## config.mk

```make
export PLATFORM = sky130hd
export DESIGN_NAME = cdf_builder_flat
export DESIGN_NICKNAME = d
export VERILOG_FILES = /design/src/rtl/cdf_builder_if.sv /design/src/rtl/cdf_builder.sv /design/src/flat_wrapper.sv
export SDC_FILE = /design/constraint.sdc
export NUM_CORES = 1
export LEC_CHECK = 0
export ABC_AREA = 1
export ABC_CLOCK_PERIOD_IN_PS = 2450
export CAP_MARGIN = 20
export CELL_PAD_IN_SITES_DETAIL_PLACEMENT = 1
export CELL_PAD_IN_SITES_GLOBAL_PLACEMENT = 2
export CORE_MARGIN = 2
export CORE_UTILIZATION = 31
export CTS_CLUSTER_SIZE = 40
export DETAILED_ROUTE_END_ITERATION = 8
export PLACE_DENSITY = 0.89
export SLEW_MARGIN = 10
export SYNTH_ARGS = -nofsm -noshare
export SYNTH_HDL_FRONTEND = slang
export SYNTH_SLANG_ARGS = --single-unit
```

## constraint.sdc

```tcl
create_clock -name clock -period 2.45 [get_ports clock]
set_input_delay 0.49 -clock clock [delete_from_list [all_inputs] [get_ports clock]]
set_output_delay 0.49 -clock clock [all_outputs]
set_load 0.005 [all_outputs]
```

## src/rtl/cdf_builder_if.sv

```systemverilog
// cdf_builder_if: start/bank control, histogram read-clear port, CDF write port and result signals
interface cdf_builder_if;
  logic        cdf_start;
  logic        base_offset;
  logic        hist_rd_en;
  logic [8:0]  hist_rd_addr;
  logic [19:0] hist_rd_data;
  logic        hist_clr_en;
  logic [8:0]  hist_clr_addr;
  logic        cdf_wr_en;
  logic [8:0]  cdf_wr_addr;
  logic [19:0] cdf_wr_data;
  logic [19:0] Cdf_Min;
  logic        cdf_valid;
  logic        cdf_error;
  logic        busy;
  modport slave (
    input  cdf_start, base_offset, hist_rd_data,
    output hist_rd_en, hist_rd_addr, hist_clr_en, hist_clr_addr,
           cdf_wr_en, cdf_wr_addr, cdf_wr_data, Cdf_Min, cdf_valid, cdf_error, busy
  );
  modport master (
    output cdf_start, base_offset, hist_rd_data,
    input  hist_rd_en, hist_rd_addr, hist_clr_en, hist_clr_addr,
           cdf_wr_en, cdf_wr_addr, cdf_wr_data, Cdf_Min, cdf_valid, cdf_error, busy
  );
endinterface

```

## src/rtl/cdf_builder.sv

```systemverilog
// cdf_builder: read-and-clear a 256-bin histogram bank into a saturating running-sum CDF bank
module cdf_builder #(
  parameter int TOTAL_PIXELS = 307200,
  parameter int BINS         = 256
) (
  input logic          clock,
  input logic          reset_n,
  cdf_builder_if.slave bus
);
  typedef enum logic [2:0] {IDLE, READ, DRAIN, FINISH, REPORT} state_t;
  state_t      state;
  logic        bank;
  logic [19:0] sum;
  logic [19:0] min_reg;
  logic        min_found;
  logic        err;
  logic [20:0] sum_ext;
  logic [19:0] sum_next;
  logic        last_bin;
  // saturating accumulate of the returning bin count
  always_comb begin
    sum_ext  = {1'b0, sum} + {1'b0, bus.hist_rd_data};
    sum_next = sum_ext[20] ? 20'hFFFFF : sum_ext[19:0];
    last_bin = bus.hist_rd_addr[7:0] == 8'(BINS - 1);
  end
  // read/clear/write pipeline (clear tracks read by one cycle, write by two) and the build FSM
  always_ff @(posedge clock or negedge reset_n) begin
    if (!reset_n) begin
      state             <= IDLE;
      bank              <= 1'b0;
      sum               <= '0;
      min_reg           <= '0;
      min_found         <= 1'b0;
      err               <= 1'b0;
      bus.hist_rd_en    <= 1'b0;
      bus.hist_rd_addr  <= '0;
      bus.hist_clr_en   <= 1'b0;
      bus.hist_clr_addr <= '0;
      bus.cdf_wr_en     <= 1'b0;
      bus.cdf_wr_addr   <= '0;
      bus.cdf_wr_data   <= '0;
      bus.Cdf_Min       <= '0;
      bus.cdf_valid     <= 1'b0;
      bus.cdf_error     <= 1'b0;
      bus.busy          <= 1'b0;
    end else begin
      bus.hist_clr_en   <= bus.hist_rd_en;
      bus.hist_clr_addr <= bus.hist_rd_addr;
      bus.cdf_wr_en     <= bus.hist_clr_en;
      bus.cdf_valid     <= 1'b0;
      if (bus.hist_clr_en) begin
        sum             <= sum_next;
        err             <= err | sum_ext[20];
        bus.cdf_wr_addr <= bus.hist_clr_addr;
        bus.cdf_wr_data <= sum_next;
        if (!min_found && bus.hist_rd_data != '0) begin
          min_reg   <= sum_next;
          min_found <= 1'b1;
        end
      end
      case (state)
        IDLE: if (bus.cdf_start) begin
          bank             <= bus.base_offset;
          sum              <= '0;
          min_reg          <= '0;
          min_found        <= 1'b0;
          err              <= 1'b0;
          bus.hist_rd_en   <= 1'b1;
          bus.hist_rd_addr <= {bus.base_offset, 8'd0};
          bus.busy         <= 1'b1;
          state            <= READ;
        end
        READ: if (last_bin) begin
          bus.hist_rd_en <= 1'b0;
          state          <= DRAIN;
        end else begin
          bus.hist_rd_addr <= {bank, bus.hist_rd_addr[7:0] + 8'd1};
        end
        DRAIN: state <= FINISH;
        FINISH: begin
          bus.Cdf_Min   <= min_found ? min_reg : '0;
          bus.cdf_error <= err | (sum != 20'(TOTAL_PIXELS)) | ~min_found;
          bus.cdf_valid <= 1'b1;
          state         <= REPORT;
        end
        REPORT: begin
          bus.busy <= 1'b0;
          state    <= IDLE;
        end
        default: state <= IDLE;
      endcase
    end
  end
endmodule
```

## src/flat_wrapper.sv

```systemverilog
// flat-port wrapper written by rule: the top's interface ports become plain ports
module cdf_builder_flat 
#(
  parameter int TOTAL_PIXELS = 307200,
  parameter int BINS         = 256
)
  (clock, reset_n, bus_cdf_start, bus_base_offset, bus_hist_rd_data, bus_hist_rd_en, bus_hist_rd_addr, bus_hist_clr_en, bus_hist_clr_addr, bus_cdf_wr_en, bus_cdf_wr_addr, bus_cdf_wr_data, bus_Cdf_Min, bus_cdf_valid, bus_cdf_error, bus_busy);
  cdf_builder_if bus_i ();
  input logic clock;
  input logic reset_n;
  input wire logic [$bits(bus_i.cdf_start)-1:0] bus_cdf_start;
  input wire logic [$bits(bus_i.base_offset)-1:0] bus_base_offset;
  input wire logic [$bits(bus_i.hist_rd_data)-1:0] bus_hist_rd_data;
  output wire logic [$bits(bus_i.hist_rd_en)-1:0] bus_hist_rd_en;
  output wire logic [$bits(bus_i.hist_rd_addr)-1:0] bus_hist_rd_addr;
  output wire logic [$bits(bus_i.hist_clr_en)-1:0] bus_hist_clr_en;
  output wire logic [$bits(bus_i.hist_clr_addr)-1:0] bus_hist_clr_addr;
  output wire logic [$bits(bus_i.cdf_wr_en)-1:0] bus_cdf_wr_en;
  output wire logic [$bits(bus_i.cdf_wr_addr)-1:0] bus_cdf_wr_addr;
  output wire logic [$bits(bus_i.cdf_wr_data)-1:0] bus_cdf_wr_data;
  output wire logic [$bits(bus_i.Cdf_Min)-1:0] bus_Cdf_Min;
  output wire logic [$bits(bus_i.cdf_valid)-1:0] bus_cdf_valid;
  output wire logic [$bits(bus_i.cdf_error)-1:0] bus_cdf_error;
  output wire logic [$bits(bus_i.busy)-1:0] bus_busy;
  assign bus_i.cdf_start = bus_cdf_start;
  assign bus_i.base_offset = bus_base_offset;
  assign bus_i.hist_rd_data = bus_hist_rd_data;
  assign bus_hist_rd_en = bus_i.hist_rd_en;
  assign bus_hist_rd_addr = bus_i.hist_rd_addr;
  assign bus_hist_clr_en = bus_i.hist_clr_en;
  assign bus_hist_clr_addr = bus_i.hist_clr_addr;
  assign bus_cdf_wr_en = bus_i.cdf_wr_en;
  assign bus_cdf_wr_addr = bus_i.cdf_wr_addr;
  assign bus_cdf_wr_data = bus_i.cdf_wr_data;
  assign bus_Cdf_Min = bus_i.Cdf_Min;
  assign bus_cdf_valid = bus_i.cdf_valid;
  assign bus_cdf_error = bus_i.cdf_error;
  assign bus_busy = bus_i.busy;
  cdf_builder #(.TOTAL_PIXELS(TOTAL_PIXELS), .BINS(BINS)) u_core (.clock(clock), .reset_n(reset_n), .bus(bus_i));
endmodule
```

Yosys cells after proc, flatten, opt, wreduce, memory -nomap -nowiden
Cells that the tools add are included.
{ "word_totals": {"register_bits": 119, "in_bits": 24, "out_inout_bits": 73, "wordCells": 70} }
{ "op_classes": {"n_addsub": 2, "eq_ne": 9, "mux": 27, "n_bitwise": 4, "reduce_logical": 11} }
{ "op_table": {"columns": ["op", "count"], "rows": [
  ["2-to-1 mux 20 bit", 9],
  ["adder 20 x 20 -> 21 bit", 1],
  ["inequality test 20 x 19 -> 1 bit (second input constant)", 1],
  ["nonzero test 20 bit", 1],
  ["2-to-1 mux 9 bit", 2],
  ["case mux 9 bit (2 select lines)", 1],
  ["case mux 3 bit (4 select lines)", 1],
  ["2-to-1 mux 1 bit", 10],
  ["adder 8 x 1 -> 8 bit (second input constant)", 1],
  ["== test 8 bit (second input constant)", 1],
  ["== test 3 x 2 -> 1 bit (second input constant)", 2],
  ["2-to-1 mux 3 bit", 2],
  ["AND reduction 2 bit", 3],
  ["AND reduction 3 bit", 2],
  ["inequality test 2 bit (second input constant)", 2],
  ["case mux 1 bit (2 select lines)", 2],
  ["nonzero test 2 bit", 2],
  ["== test 3 x 1 -> 1 bit (second input constant)", 1],
  ["== test 3 bit (second input constant)", 1],
  ["logical NOT 3 bit", 1],
  ["OR 1 bit", 3],
  ["inequality test 2 x 1 -> 1 bit (second input constant)", 1],
  ["logical AND 1 bit", 1],
  ["logical NOT 1 bit", 1],
  ["inverter 1 bit", 1]
]} }

Longest topological paths before layout
Gate-level depths: netlist of the first run.
{ "logic_depth": {"ltp_word": 6, "ltp_mapped": 16, "depth_no_buf": 16} }

Worst setup path after synthesis of the first run
No wires, ideal clock.
{ "synth_timing": {"path_type": "input port to flip-flop", "from": "input port bus_hist_rd_data[0]", "to": "register u_core.sum[13]", "setup_ps": 136, "t_arrival_ps": 2031, "t_required_ps": 2314, "setup_slack_ps": 283, "stages": 10, "path_buffers": 0, "path_cell_list": "ha_1 > fa_1 > nand2_1 > nand3_1 > nand2_1 > nor2_1 > o21ai_1 > nand2_2 > o21ai_0 > a21oi_1"} }
{ "synth_between": {"elab_chain_cells": 5} }
{ "synth_lines": {"columns": ["element", "line", "rtl"], "rows": [
  ["from (decl)", "flat_wrapper.sv:13", "input wire logic [$bits(bus_i.hist_rd_data)-1:0] bus_hist_rd_data;"],
  ["adder 20 x 20 -> 21 bit *", "cdf_builder.sv:22", "sum_ext = {1'b0, sum} + {1'b0, bus.hist_rd_data};"],
  ["2-to-1 mux 20 bit *", "cdf_builder.sv:23", "sum_next = sum_ext[20] ? 20'hFFFFF : sum_ext[19:0];"],
  ["2-to-1 mux 20 bit *", "cdf_builder.sv:51", "if (bus.hist_clr_en) begin"],
  ["2-to-1 mux 20 bit", "cdf_builder.sv:62", "IDLE: if (bus.cdf_start) begin"],
  ["2-to-1 mux 20 bit *", "cdf_builder.sv:61", "case (state)"],
  ["to (signal assigned)", "cdf_builder.sv:52", "sum <= sum_next;"],
  ["to (decl)", "cdf_builder.sv:13", "logic [19:0] sum;"]
]} }
Mark *: on every way between the ends. The rest lies on a longest branch, timed or not.
A chain may end at the register's enable or synchronous reset.

Worst setup path after layout of the first run
{ "layout_timing": {"from": "input port bus_hist_rd_data[15]", "to": "register u_core.sum[1]"} }
The elaborated chain is that of the path after synthesis.

==> metrics, run 1 <==
status=finished, final reports clean; drt first pass iters=4; synth top area cells=dfrtp_1 (48%), nand2_1 (15%), inv_1 (6.5%); switching share of total power=~41%; clk buf depth=2; Detailed Route WL=approximately 19000 um; number of global-route vias before repair=between 6000 and 7000; crit start category=primary input; CP peak stage delay=about 0.45 ns; syn nets=around 850; share of the synthesized area in the top cell type=48.0%; crit-path max FO=7; CP Buf/Inv Count=2; clk_skew=~0.0092 ns; total grt overflow=0; RSZ-0062 raised after global routing=no; synthesized flop and latch total=approximately 120; WP data required=about 2.7 ns; chip width=~150 um; Mapped Cells=800; 1st-iter DRT viols=240; Final Hold Vio Count=0; Synth area leader=dfrtp_1; Clock Sinks=between 100 and 150; initial antenna violation count=0; CP Data Arrival Time=around 2.6 ns; cell family with most CP delay=buffers and inverters; Setup Fix Bufs, Post-CTS=0; YS warnings=0; ys async rst share=100%; dpl hpwl=around 15000 um; critical path's slowest cell=clkdlybuf4s50_1; Pwr Density=about 1300 mW/mm2; CP Capture Type=flip-flop; total power=roughly 11 mW; port buffer count=between 90 and 100; setup violators final=0; gr usage total=19.2%; number of placement rows=51; Placed Area=about 0.0079 mm2; Worst Tran Pin Value=~0.56 ns; Num CTS Buffers=17; I/O Pins=97; Distinct cells, synth=43; number of max-cap violations=0; Final Cycle Share=between 90% and 100%; Final Max Slew Viols=0; pre-CTS WS=-0.382 ns; Hold WC Path Type=in2async; most frequent CP cell=nand2_1; final net count=approximately 1000; htree depth=4; Comb power frac=a little under half; net switching power=4.43 mW; TritonCTS clock tree=done; largest net degree at the start of global routing=44; crit path time final=roughly 2.3 ns; placer congestion estimate=roughly 0.81; Sequential Power Share=~30%; Core ar.=roughly 0.020 mm2; Primary FF master, synth=dfrtp_1; design area=between 0.008 and 0.009 mm2; fraction of layout cells with a size suffix above 1=approximately 14%; final worst-path setup slack=0.133 ns; register area share after synthesis=between 40% and 50%; final antenna-violating net count=0; Starting Density=a little under a third; drt wl/cell=~16 um; Die Span Y=145 um; fill count=approximately 2400; Clk Latency, worst-skew pair=roughly 0.42 ns; internal power=~6.5 mW; Die Footprint=about 0.021 mm2; Root Buffer=clkbuf_16; crit path kind=in2reg; Worst-path clk slew=around 0.06 ns; CP Cell Sequence=clkdlybuf4s50_1, ha_1, a21oi_1, nand2_1, a21oi_2, nand2_1, nor2_2, buf_4, nand2_1, nand2_1, a21oi_1; Max IR drop VDD=~0.63 mV; Layout area overhead=38.2%; syn avg cell area=a little under 8 um2; Via density=approximately 4.7; ant diodes=0; Post-synth EDFFs=0; Leakage=4.18 nW; fmax=between 400 and 500 MHz; Mapped Area=between 0.006 and 0.007 mm2; first-pass GRT wire length=32400 um; residual DRC count=0; clock network power share=between 20% and 30%; Slew headroom=62.5%; DR vias=~5800
## final cells by class
type,instances,area [um2],share of cell area [%]
clock inverters,14,151,1.77
multi-input cells,546,2730,31.8
flip-flops and latches,119,2980,34.7
well taps,265,332,3.87
inverters,110,413,4.82
clock buffers,18,439,5.12
repair buffers,165,1530,17.9
## layout by cell type (no fill, tap or decap), types with 6 or more instances in the layout
| master | count |
|---|---|
| nand2_1 | 252 |
| dfrtp_1 | 119 |
| inv_1 | 107 |
| clkdlybuf4s50_1 | 94 |
| nor2_1 | 65 |
| buf_4 | 65 |
| nand3_1 | 52 |
| o21ai_0 | 37 |
| a21oi_1 | 31 |
| ha_1 | 21 |
| clkbuf_16 | 17 |
| nand2_2 | 11 |
| nor3_1 | 10 |
| o21ai_1 | 6 |
## Yosys cell counts, types with 3 or more instances
cell type and number:
nor3_2 3, buf_6 3, nand3_1 52, clkbuf_1 14
xor2_1 5, nor2_1 66, o21ai_1 4, o211ai_1 4
nor4_1 5, a21oi_1 31, o21ai_0 42, xnor2_1 4
ha_1 21, inv_1 107, nand3_2 3, nand2_1 253
nand2_2 11, nand4_1 4, buf_2 6, dfrtp_1 119
nor3_1 13
## repair_timing
item                                    CTS  global route
hold buffers                              0             0
resized for setup                         0            16
endpoints found under the setup margin    0            43
## metrics by stage
| stage | hold slack, ns | util (%) | instances | setup TNS (ns) |
|---|---|---|---|---|
| global route | 0.104 | 43.9 | 1237 | 0 |
| detailed placement | 0.403 | 40.7 | 1205 | -15.90 |
| floorplan | 0.194 | - | 800 | 0 |
| global placement | 0.396 | 40.7 | 1205 | -13.60 |
| finish | 0.0635 | 43.9 | 1237 | 0 |
| CTS | 0.0794 | 43.7 | 1237 | 0 |
## power groups by stage
| stage | Sequential (mW) | Combinational (mW) | Clock (mW) |
|---|---|---|---|
| after global placement | 3.24 | 5.03 | 0 |
| after global routing | 3.32 | 5.91 | 2.58 |
| after floorplan | 3.05 | 2.86 | 0 |
| after CTS | 3.24 | 5.21 | 2.51 |
| final | 3.22 | 5.23 | 2.47 |
| after detailed placement | 3.26 | 5.15 | 0 |
## kinds of logic after synthesis
family / Yosys count / share of synthesized area, %
AND/OR/NAND/NOR: 423 / 29.4
XOR/XNOR: 9 / 1.27
flip-flops: 119 / 48.0
AO/OA/AOI/OAI: 92 / 8.09
adder cells (fa/ha/maj): 22 / 4.56
buffers and inverters: 135 / 8.71
## layer usage
metal	GRT usage [%]	routed length [um]	up-vias
met1	24.9	8870	2825
met5	0	0	-
li1	-	-	2852
met3	3.26	650	24
met4	5.00	288	0
met2	33.4	9630	101
## worst paths after layout
path	start	endpoint	slack, ns	cells past startpoint
worst max-delay path	bus_hist_rd_data[15]	u_core.sum[1]	0.13	11
worst min-delay path	reset_n	u_core.bus.cdf_wr_data[16]	0.06	1
worst max register to register	u_core.sum[15]	u_core.sum[1]	0.24	10
worst min register to register	u_core.bus.hist_rd_en	u_core.bus.hist_clr_en	0.42	0
max in group asynchronous	reset_n	u_core.bank	1.75	2
min in group clock	u_core.bus.hist_rd_en	u_core.bus.hist_clr_en	0.42	0
(Power assumes the default switching activity.)
==> run 2, diff against run 1 <==
Settings changed: ABC_CLOCK_PERIOD_IN_PS 2450 to not set.
==> results of run 2 <==
No change in the layout: final DEF, timing and power equal those of run 1.
==> run 3, diff against run 2 <==
Settings changed: CAP_MARGIN 20 to 15, CTS_BUF_LIST set to sky130_fd_sc_hd__clkbuf_4 sky130_fd_sc_hd__clkbuf_8 sky130_fd_sc_hd__clkbuf_16.
==> results of run 3 <==
No change in the layout: final DEF, timing and power equal those of run 1.
